[src/rtl/io_port_bridge.sv]
// io_port_bridge: board-side bridge for the core's 16-bit IN/OUT ports.
// Device->core words are buffered in an RX FIFO whose head drives the core's
// input port; core->device words from OUT instructions are buffered in a TX
// FIFO and drained to the device over a valid/ready handshake.
module io_port_bridge #(
    parameter int DATA_W   = 16,
    parameter int RX_DEPTH = 4,
    parameter int TX_DEPTH = 4
) (
    input  logic                        clk,
    input  logic                        rst,
    input  logic [DATA_W-1:0]           ext_in_data,
    input  logic                        ext_in_valid,
    output logic                        ext_in_ready,
    output logic [DATA_W-1:0]           core_in_data,
    input  logic                        core_in_read,
    input  logic [DATA_W-1:0]           core_out_data,
    input  logic                        core_out_wr,
    output logic [DATA_W-1:0]           ext_out_data,
    output logic                        ext_out_valid,
    input  logic                        ext_out_ready,
    output logic [$clog2(RX_DEPTH):0]   rx_count,
    output logic [$clog2(TX_DEPTH):0]   tx_count,
    output logic                        rx_underflow,
    output logic                        tx_overflow,
    input  logic                        clear_flags
);

    localparam int RX_AW = $clog2(RX_DEPTH);
    localparam int TX_AW = $clog2(TX_DEPTH);
    localparam int RX_CW = RX_AW + 1;
    localparam int TX_CW = TX_AW + 1;
    localparam logic [RX_CW-1:0] RX_FULL_CNT = RX_CW'(RX_DEPTH);
    localparam logic [TX_CW-1:0] TX_FULL_CNT = TX_CW'(TX_DEPTH);

    // Storage
    logic [DATA_W-1:0] rx_mem_q [RX_DEPTH];
    logic [DATA_W-1:0] tx_mem_q [TX_DEPTH];

    // Pointers, occupancy and sticky flags
    logic [RX_AW-1:0] rx_wr_ptr_q, rx_wr_ptr_d, rx_rd_ptr_q, rx_rd_ptr_d;
    logic [TX_AW-1:0] tx_wr_ptr_q, tx_wr_ptr_d, tx_rd_ptr_q, tx_rd_ptr_d;
    logic [RX_CW-1:0] rx_count_q, rx_count_d;
    logic [TX_CW-1:0] tx_count_q, tx_count_d;
    logic             rx_underflow_q, rx_underflow_d;
    logic             tx_overflow_q, tx_overflow_d;

    // Handshake qualifiers
    logic rx_full, rx_empty, tx_full, tx_empty;
    logic rx_push, rx_pop, rx_read_empty;
    logic tx_push, tx_pop, tx_drop;

    assign rx_full  = (rx_count_q == RX_FULL_CNT);
    assign rx_empty = (rx_count_q == '0);
    assign tx_full  = (tx_count_q == TX_FULL_CNT);
    assign tx_empty = (tx_count_q == '0);

    // Ready depends only on registered occupancy, so the device never sees a
    // combinational path back from its own valid or from the core side.
    assign ext_in_ready  = !rst && !rx_full;
    assign rx_push       = ext_in_valid && ext_in_ready;
    // A word pushed this same cycle cannot satisfy a read of an empty FIFO.
    assign rx_pop        = core_in_read && !rx_empty;
    assign rx_read_empty = core_in_read && rx_empty;

    assign ext_out_valid = !tx_empty;
    assign tx_pop        = ext_out_valid && ext_out_ready;
    // When full, a write still fits if the head leaves in the same cycle.
    assign tx_push       = core_out_wr && (!tx_full || tx_pop);
    assign tx_drop       = core_out_wr && !tx_push;

    assign core_in_data = rx_empty ? '0 : rx_mem_q[rx_rd_ptr_q];
    assign ext_out_data = tx_empty ? '0 : tx_mem_q[tx_rd_ptr_q];

    assign rx_count     = rx_count_q;
    assign tx_count     = tx_count_q;
    assign rx_underflow = rx_underflow_q;
    assign tx_overflow  = tx_overflow_q;

    // Next-state for pointers, occupancy and sticky flags of both FIFOs
    always_comb begin
        // NOTE: every signal gets a default here first so no path can infer a latch.
        rx_wr_ptr_d    = rx_wr_ptr_q;
        rx_rd_ptr_d    = rx_rd_ptr_q;
        rx_count_d     = rx_count_q;
        rx_underflow_d = rx_underflow_q;
        tx_wr_ptr_d    = tx_wr_ptr_q;
        tx_rd_ptr_d    = tx_rd_ptr_q;
        tx_count_d     = tx_count_q;
        tx_overflow_d  = tx_overflow_q;

        if (rx_push) rx_wr_ptr_d = rx_wr_ptr_q + RX_AW'(1);
        if (rx_pop)  rx_rd_ptr_d = rx_rd_ptr_q + RX_AW'(1);
        case ({rx_push, rx_pop})
            2'b10:   rx_count_d = rx_count_q + RX_CW'(1);
            2'b01:   rx_count_d = rx_count_q - RX_CW'(1);
            default: rx_count_d = rx_count_q;
        endcase

        if (tx_push) tx_wr_ptr_d = tx_wr_ptr_q + TX_AW'(1);
        if (tx_pop)  tx_rd_ptr_d = tx_rd_ptr_q + TX_AW'(1);
        case ({tx_push, tx_pop})
            2'b10:   tx_count_d = tx_count_q + TX_CW'(1);
            2'b01:   tx_count_d = tx_count_q - TX_CW'(1);
            default: tx_count_d = tx_count_q;
        endcase

        // A new error event wins over a clear requested in the same cycle.
        if (rx_read_empty)    rx_underflow_d = 1'b1;
        else if (clear_flags) rx_underflow_d = 1'b0;

        if (tx_drop)          tx_overflow_d = 1'b1;
        else if (clear_flags) tx_overflow_d = 1'b0;
    end

    // Control state registers with asynchronous reset
    always_ff @(posedge clk or posedge rst) begin
        // NOTE: sequential state uses non-blocking assignments so every register samples pre-edge values.
        if (rst) begin
            rx_wr_ptr_q    <= '0;
            rx_rd_ptr_q    <= '0;
            rx_count_q     <= '0;
            rx_underflow_q <= 1'b0;
            tx_wr_ptr_q    <= '0;
            tx_rd_ptr_q    <= '0;
            tx_count_q     <= '0;
            tx_overflow_q  <= 1'b0;
        end else begin
            rx_wr_ptr_q    <= rx_wr_ptr_d;
            rx_rd_ptr_q    <= rx_rd_ptr_d;
            rx_count_q     <= rx_count_d;
            rx_underflow_q <= rx_underflow_d;
            tx_wr_ptr_q    <= tx_wr_ptr_d;
            tx_rd_ptr_q    <= tx_rd_ptr_d;
            tx_count_q     <= tx_count_d;
            tx_overflow_q  <= tx_overflow_d;
        end
    end

    // FIFO data storage writes
    always_ff @(posedge clk) begin
        // NOTE: storage is not reset; outputs are masked to zero while a FIFO is empty.
        if (rx_push) rx_mem_q[rx_wr_ptr_q] <= ext_in_data;
        if (tx_push) tx_mem_q[tx_wr_ptr_q] <= core_out_data;
    end

endmodule

[config.mk]
export PLATFORM = sky130hd
export DESIGN_NAME = io_port_bridge
export DESIGN_NICKNAME = d
export VERILOG_FILES = /design/src/rtl/io_port_bridge.sv
export SDC_FILE = /design/constraint.sdc
export NUM_CORES = 1
export LEC_CHECK = 0
export ABC_CLOCK_PERIOD_IN_PS = 2210
export CAP_MARGIN = 25
export CELL_PAD_IN_SITES_DETAIL_PLACEMENT = 1
export CELL_PAD_IN_SITES_GLOBAL_PLACEMENT = 1
export CORE_AREA = 2 2 122 124
export DETAILED_ROUTE_END_ITERATION = 8
export DIE_AREA = 0 0 124 126
export PLACE_DENSITY_LB_ADDON = 0.1
export SETUP_SLACK_MARGIN = 0.02
export SKIP_CTS_REPAIR_TIMING = 1
export SLEW_MARGIN = 20
export SYNTH_ARGS = -nofsm -noshare
export SYNTH_HDL_FRONTEND = slang
export SYNTH_SLANG_ARGS = --single-unit
export TNS_END_PERCENT = 30
[constraint.sdc]
create_clock -name clk -period 2.21 [get_ports clk]
set_input_delay 0.442 -clock clk [delete_from_list [all_inputs] [get_ports clk]]
set_output_delay 0.442 -clock clk [all_outputs]
set_load 0.02 [all_outputs]
== Yosys cells after proc, flatten, opt, wreduce, memory -nomap -nowiden ==
Memory sizes are Yosys's and may differ from the RTL's.
Index checks and enable logic that the tools add are counted.

* Word-level logic and storage cells: 55
* Bits in read-only memories: 0
* Output and inout port bits: 42
* RAM bits: 128
* Memories kept: 2
* Register bits after elaboration: 16
* Bits of input ports: 39
* Bits in latches: 0

* Bitwise gates (word level): 0
* Multiplexer cells: 11
* Shift operators: 0
* Magnitude comparators: 0
* Reduce and logical (&&, ||, !) cells: 20
* $add $sub $neg: 8
* Div/mod/pow operators: 0
* Multiply operators: 0
* Eq/ne operators: 6

{| class="wikitable"
|+ Memory list
! memory !! words !! width !! read ports !! clocked after Yosys merged registers in !! write ports !! line !! source
|-
| rx_mem_q || 4 || 16 || 1 || 0 || 1 || 37 || <nowiki>logic [DATA_W-1:0] rx_mem_q [RX_DEPTH];</nowiki>
|-
| tx_mem_q || 4 || 16 || 1 || 0 || 1 || 38 || <nowiki>logic [DATA_W-1:0] tx_mem_q [TX_DEPTH];</nowiki>
|}

{| class="wikitable"
|+ Operators with widths
! kind !! number
|-
| 16-bit two-way mux || 2
|-
| 3-bit one-hot mux with 2 select lines || 2
|-
| 2-bit by 1-bit adder with 2-bit output (second input constant) || 4
|-
| 2-bit nonzero test || 4
|-
| 1-bit logical AND || 7
|-
| 1-bit two-way mux || 7
|-
| 3-bit by 1-bit adder with 3-bit output (second input constant) || 2
|-
| 3-bit == test (second input constant) || 2
|-
| 1-bit zero test || 6
|-
| 3-bit zero test || 2
|-
| 3-bit by 1-bit subtractor with 3-bit output (second input constant) || 2
|-
| 2-bit by 1-bit == test with 1-bit output (second input constant) || 2
|-
| 2-bit == test (second input constant) || 2
|-
| 1-bit logical OR || 1
|}

== Logic depth before layout (Yosys ltp) ==
* Depth after elaboration: 8
* Gate-level depth with buffers: 9
* Depth with buffers taken out: 9

== Least setup slack after synthesis ==
OpenSTA, ideal clock, no wires.

* Kind: flip-flop to flip-flop
* Start point: reg tx_count_q[0] (netlist: tx_count[0])
* End point: reg tx_count_q[2] (netlist: tx_count[2])
* Path slack: -75 ps
* Data required time: 2141 ps
* Arrival: 2217 ps
* Cell stages (with the launch flop): 8
* Library setup time: 69 ps
* Path buffers: 1
* Period minus slack after synthesis: 2285 ps
* Cell sequence: dfrtp_1 > or3_1 > buf_2 > nand2_1 > nor2_1 > fa_1 > or4_1 > nand3_1

* Cells in the longest elaborated chain, start to end: 7
* Elaborated cells on any way between the ends: 13
* Classes of those cells: add/sub: 2; eq/ne: 3; mux: 1; reduce/logical: 7

{| class="wikitable"
|+ RTL lines
! item !! line !! source
|-
| start, declared || 44 || <nowiki>logic [TX_CW-1:0] tx_count_q, tx_count_d;</nowiki>
|-
| start signal, assigned || 135 || <nowiki>tx_count_q <= tx_count_d;</nowiki>
|-
| 3-bit zero test || 56 || <nowiki>assign tx_empty = (tx_count_q == '0);</nowiki>
|-
| 1-bit zero test || 66 || <nowiki>assign ext_out_valid = !tx_empty;</nowiki>
|-
| 1-bit logical AND || 67 || <nowiki>assign tx_pop = ext_out_valid && ext_out_ready;</nowiki>
|-
| 1-bit logical OR || 69 || <nowiki>assign tx_push = core_out_wr && (!tx_full || tx_pop);</nowiki>
|-
| 1-bit logical AND || 69 ||
|-
| 2-bit by 1-bit == test with 1-bit output or 2-bit == test (tied branches) || 102 || <nowiki>case ({tx_push, tx_pop})</nowiki>
|-
| 3-bit one-hot mux with 2 select lines or 2-bit nonzero test (tied branches) || n/a ||
|}

Parallel ways exist; a longest one is shown, timed or not.
A chain may end at the register's enable or synchronous reset.

== Final worst setup path ==
* Start point: reg tx_rd_ptr_q[0]
* End point: out ext_out_data[9]

* Cells in the longest elaborated chain, start to end: 2

{| class="wikitable"
|+ RTL lines
! item !! line !! source
|-
| start, declared || 42 || <nowiki>logic [TX_AW-1:0] tx_wr_ptr_q, tx_wr_ptr_d, tx_rd_ptr_q, tx_rd_ptr_d;</nowiki>
|-
| start signal, assigned || 134 || <nowiki>tx_rd_ptr_q <= tx_rd_ptr_d;</nowiki>
|-
| memory read 4 x 16 bit || n/a ||
|-
| 16-bit two-way mux || 73 || <nowiki>assign ext_out_data = tx_empty ? '0 : tx_mem_q[tx_rd_ptr_q];</nowiki>
|-
| end, declared || 19 || <nowiki>output logic [DATA_W-1:0] ext_out_data,</nowiki>
|}

No other way between the ends.

==> qor.txt <==
Starting Density = 41.4%
final layout net count = 475
placed insts = 586
pin count of the biggest net entering global routing = 20
post-placement worst setup slack = -0.0890 ns
Hold Vio Cnt, Final = 0
Setup Viol. Count Final = 32
average footprint of a synthesized cell = 19.8 µm²
via count of the first global-routing pass = 3461
xor/xnor share of the synthesized area = 1.62%
required arrival time at the worst endpoint = 1.77 ns
min cycle time layout = 2.33 ns
total power per unit cell area = 1450 nW/µm²
cell at the slowest stage of the critical path = sky130_fd_sc_hd__mux4_2
share of total power in sequential cells = 32.5%
RSZ-0062 raised after global routing = yes
Synthesis Warnings = 0
total internal power = 7.97 mW
sequential area share after synthesis = 71.6%
vertical extent of the die = 126 µm
maximum clock insertion buffer count = 2
worst min-delay path category = in2async
clock insertion delay at the later pin of the skew report = 0.42 ns
category of the worst setup path capture point = output port
port bufs = 80
final setup margin = -0.116 ns
Pre-Repair DR Iteration Count = 4
starting DRC count in detailed routing = 119
run status = finished with violations
Worst Tran Pin Value = 0.333 ns
Synth Flop Type = sky130_fd_sc_hd__edfxtp_1
total placed instance area = 7270 µm²
CP arrival = 1.88 ns
Detail Route Antenna Nets = 0
cell types with the largest area share after synthesis = sky130_fd_sc_hd__edfxtp_1, sky130_fd_sc_hd__mux4_1, sky130_fd_sc_hd__dfrtp_1
fraction of the cycle the final worst path needs = 105%
maximum clock frequency = 0.430 GHz
weighted congestion at the end of routability-driven global placement = 0.716
Die Footprint = 15600 µm²
skew final = 0.00769 ns
Yosys reg bits = 144
Rel. slew slack = 77.7%
switching pwr = 3.57 mW
Overflow after GRT = 0
path type of the worst setup path = reg2out
area of the multi-input gates = 1540 µm²
DRC = 0
clock-pin transition on the worst setup and hold timing paths = 0.06 ns
number of standard-cell rows in the floorplan = 44
sequential cell area = 4250 µm²
biggest area consumer among synthesized cells = sky130_fd_sc_hd__edfxtp_1
cell leakage power = 2.90 nW
Synth Area in Simple Gates = 6.86%
ratio of routed vias to standard cells = 4.97
All-Layer GR Usage = 16.8%
Layout fillers = 1325
fraction of final layout cells with drive strength greater than 1 = 36.1%
Unique masters post-synth = 36
Clk Tree Root Cell = sky130_fd_sc_hd__clkbuf_16
combinational fraction of design power = 41.8%
area growth from synthesis to layout = 33.9%
final standard cell count with taps included and fillers excluded = 622
Clock power frac = 25.7%
Synth Area in Adders = 2.57%
Post-Route WL = 12.0 mm
Largest stage delay, worst path = 0.51 ns
H-tree levels = 4
initial antenna violation count = 0
Compound-Gate Fraction of Synth Area = 1.22%
routed wire length per instance = 19.3 µm
fraction of synthesized area in multiplexers = 13.7%
core box area = 14300 µm²
Mapped Nets = 350
async set-or-reset flop fraction in the synthesized netlist = 11.1%
worst IR drop on VDD = 0.914 mV
switching fraction of total power = 30.9%
global-route wire length before repair = 18.9 mm
I/O pin count = 81
post-route standard cell area excluding fillers = 7940 µm²
die outline width = 124 µm
clock tree from TritonCTS = done
Antenna Diode Count = 0
netlist area before placement = 5930 µm²
number of maximum-capacitance constraint violations = 0
max-slew violation count = 0
detailed-route via count = 3092
violated checks = negative setup slack
clock sinks = 144
proportion of netlist area held by the largest area contributor = 64.8%
Gate Count Post-Synth = 300
CP Cell Sequence = clkbuf_16, mux4_2, and2_4, buf_6
total power consumption of the routed design = 11.5 mW
count of flip-flops with a built-in enable after synthesis = 128
placed wire-length estimate after detailed placement = 7.59 mm
number of buffers added by the clock tree synthesis step = 17
combinational family with the most area after synthesis = multiplexers
critical path startpoint category = flip-flop
worst-path maximum fanout = 8
-- logic make-up after synthesis --
| family | count (synthesis) |
|---|---|
| AOI/OAI and AO/OA | 10 |
| buffers and inverters | 23 |
| and+or+nand+nor | 66 |
| muxes | 35 |
| DFF | 144 |
| adders and majority gates | 11 |
| xor gates and xnor gates | 11 |
-- stage by stage --
| stage | hold slack, ns | utilization [%] | setup TNS, ns |
|---|---|---|---|
| final | 0.503 | 55.5 | -2.13 |
| after global routing | 0.506 | 55.5 | -4.24 |
| after CTS | 0.490 | 55.1 | -16.55 |
| after detailed placement | 0.504 | 50.8 | -1.20 |
| after global placement | 0.499 | 50.8 | -0.667 |
| after floorplan | 0.356 | - | 0 |
-- area by class of cell --
cell class                 instances  share of cell area (%)
clock buffer                      19                    5.45
timing repair buffer             119                    15.9
tap                              184                    2.90
clock inverter                    13                    2.35
multi-input combinational        133                    19.4
inverter                          10                   0.473
sequential                       144                    53.5
-- path summary, 6_finish.rpt --
| check | from | end | slack [ns] | cells past startpoint |
|---|---|---|---|---|
| worst max register to register | tx_count[0] | tx_count[2] | 0.16 | 6 |
| worst min-delay path | rst | rx_count[2] | 0.50 | 4 |
| worst min register to register | rx_underflow | rx_underflow | 0.52 | 1 |
| min in group clk | rx_underflow | rx_underflow | 0.52 | 1 |
| max in group asynchronous | rst | tx_count[0] | 1.49 | 4 |
| worst max-delay path | tx_rd_ptr_q[0] | ext_out_data[9] | -0.12 | 4 |
-- sequential cells by signal (all words and copies together), names as in the netlist --
signal and cells:
rx_mem_q 64, tx_count 3, tx_wr_ptr_q 2, rx_count 3
tx_rd_ptr_q 2, tx_mem_q 64, rx_wr_ptr_q 2, rx_underflow 1
rx_rd_ptr_q 2, tx_overflow 1
-- synthesized netlist by cell type (2+ instances only) --
master                     instances
sky130_fd_sc_hd__mux4_2           16
sky130_fd_sc_hd__and2b_1           4
sky130_fd_sc_hd__ha_1              9
sky130_fd_sc_hd__fa_1              2
sky130_fd_sc_hd__a22o_1            2
sky130_fd_sc_hd__dfrtp_1          16
sky130_fd_sc_hd__o21ai_0           2
sky130_fd_sc_hd__nor2b_1          16
sky130_fd_sc_hd__nand3_1           5
sky130_fd_sc_hd__nand2_1           5
sky130_fd_sc_hd__buf_6             2
sky130_fd_sc_hd__nor2_1            5
sky130_fd_sc_hd__and2_1           24
sky130_fd_sc_hd__mux4_1           16
sky130_fd_sc_hd__edfxtp_1        128
sky130_fd_sc_hd__xnor2_1           6
sky130_fd_sc_hd__nand2b_1          2
sky130_fd_sc_hd__xor2_1            5
sky130_fd_sc_hd__inv_1            10
sky130_fd_sc_hd__buf_12            2
sky130_fd_sc_hd__buf_2             8
-- worst max-delay path, delay by kind of cell, from the launching register on --
kind | cells | cell delay, ns
buffers and inverters | 2 | 0.33
flip-flops | 1 | 0.47
multiplexers | 1 | 0.51
AND/OR/NAND/NOR | 1 | 0.16
-- layout by cell type (no fill, tap or decap), drive strengths merged, types with 9 or more instances in the layout --
cell type,synthesis,layout
and2,24,24
inv,10,12
buf,12,62
mux4,32,32
clkbuf,1,28
clkdlybuf4s50,0,46
ha,9,9
dfrtp,16,16
edfxtp,128,128
nor2b,16,16
-- power groups by stage --
stage	logic, mW	registers, mW	clock network [mW]
floorplan	2.48	3.83	0
global placement	4.50	3.72	0
detailed placement	4.55	3.76	0
CTS	4.59	3.71	3.05
global route	5.21	3.80	3.16
finish	4.82	3.75	2.97
-- layer usage --
metal	global-route usage (%)	vias up	wire, µm
met5	0	-	0
met3	4.12	14	453
met1	19.7	1599	4890
li1	-	1415	-
met2	28.9	64	6430
met4	8.06	0	234
(Power assumes the default switching activity.)
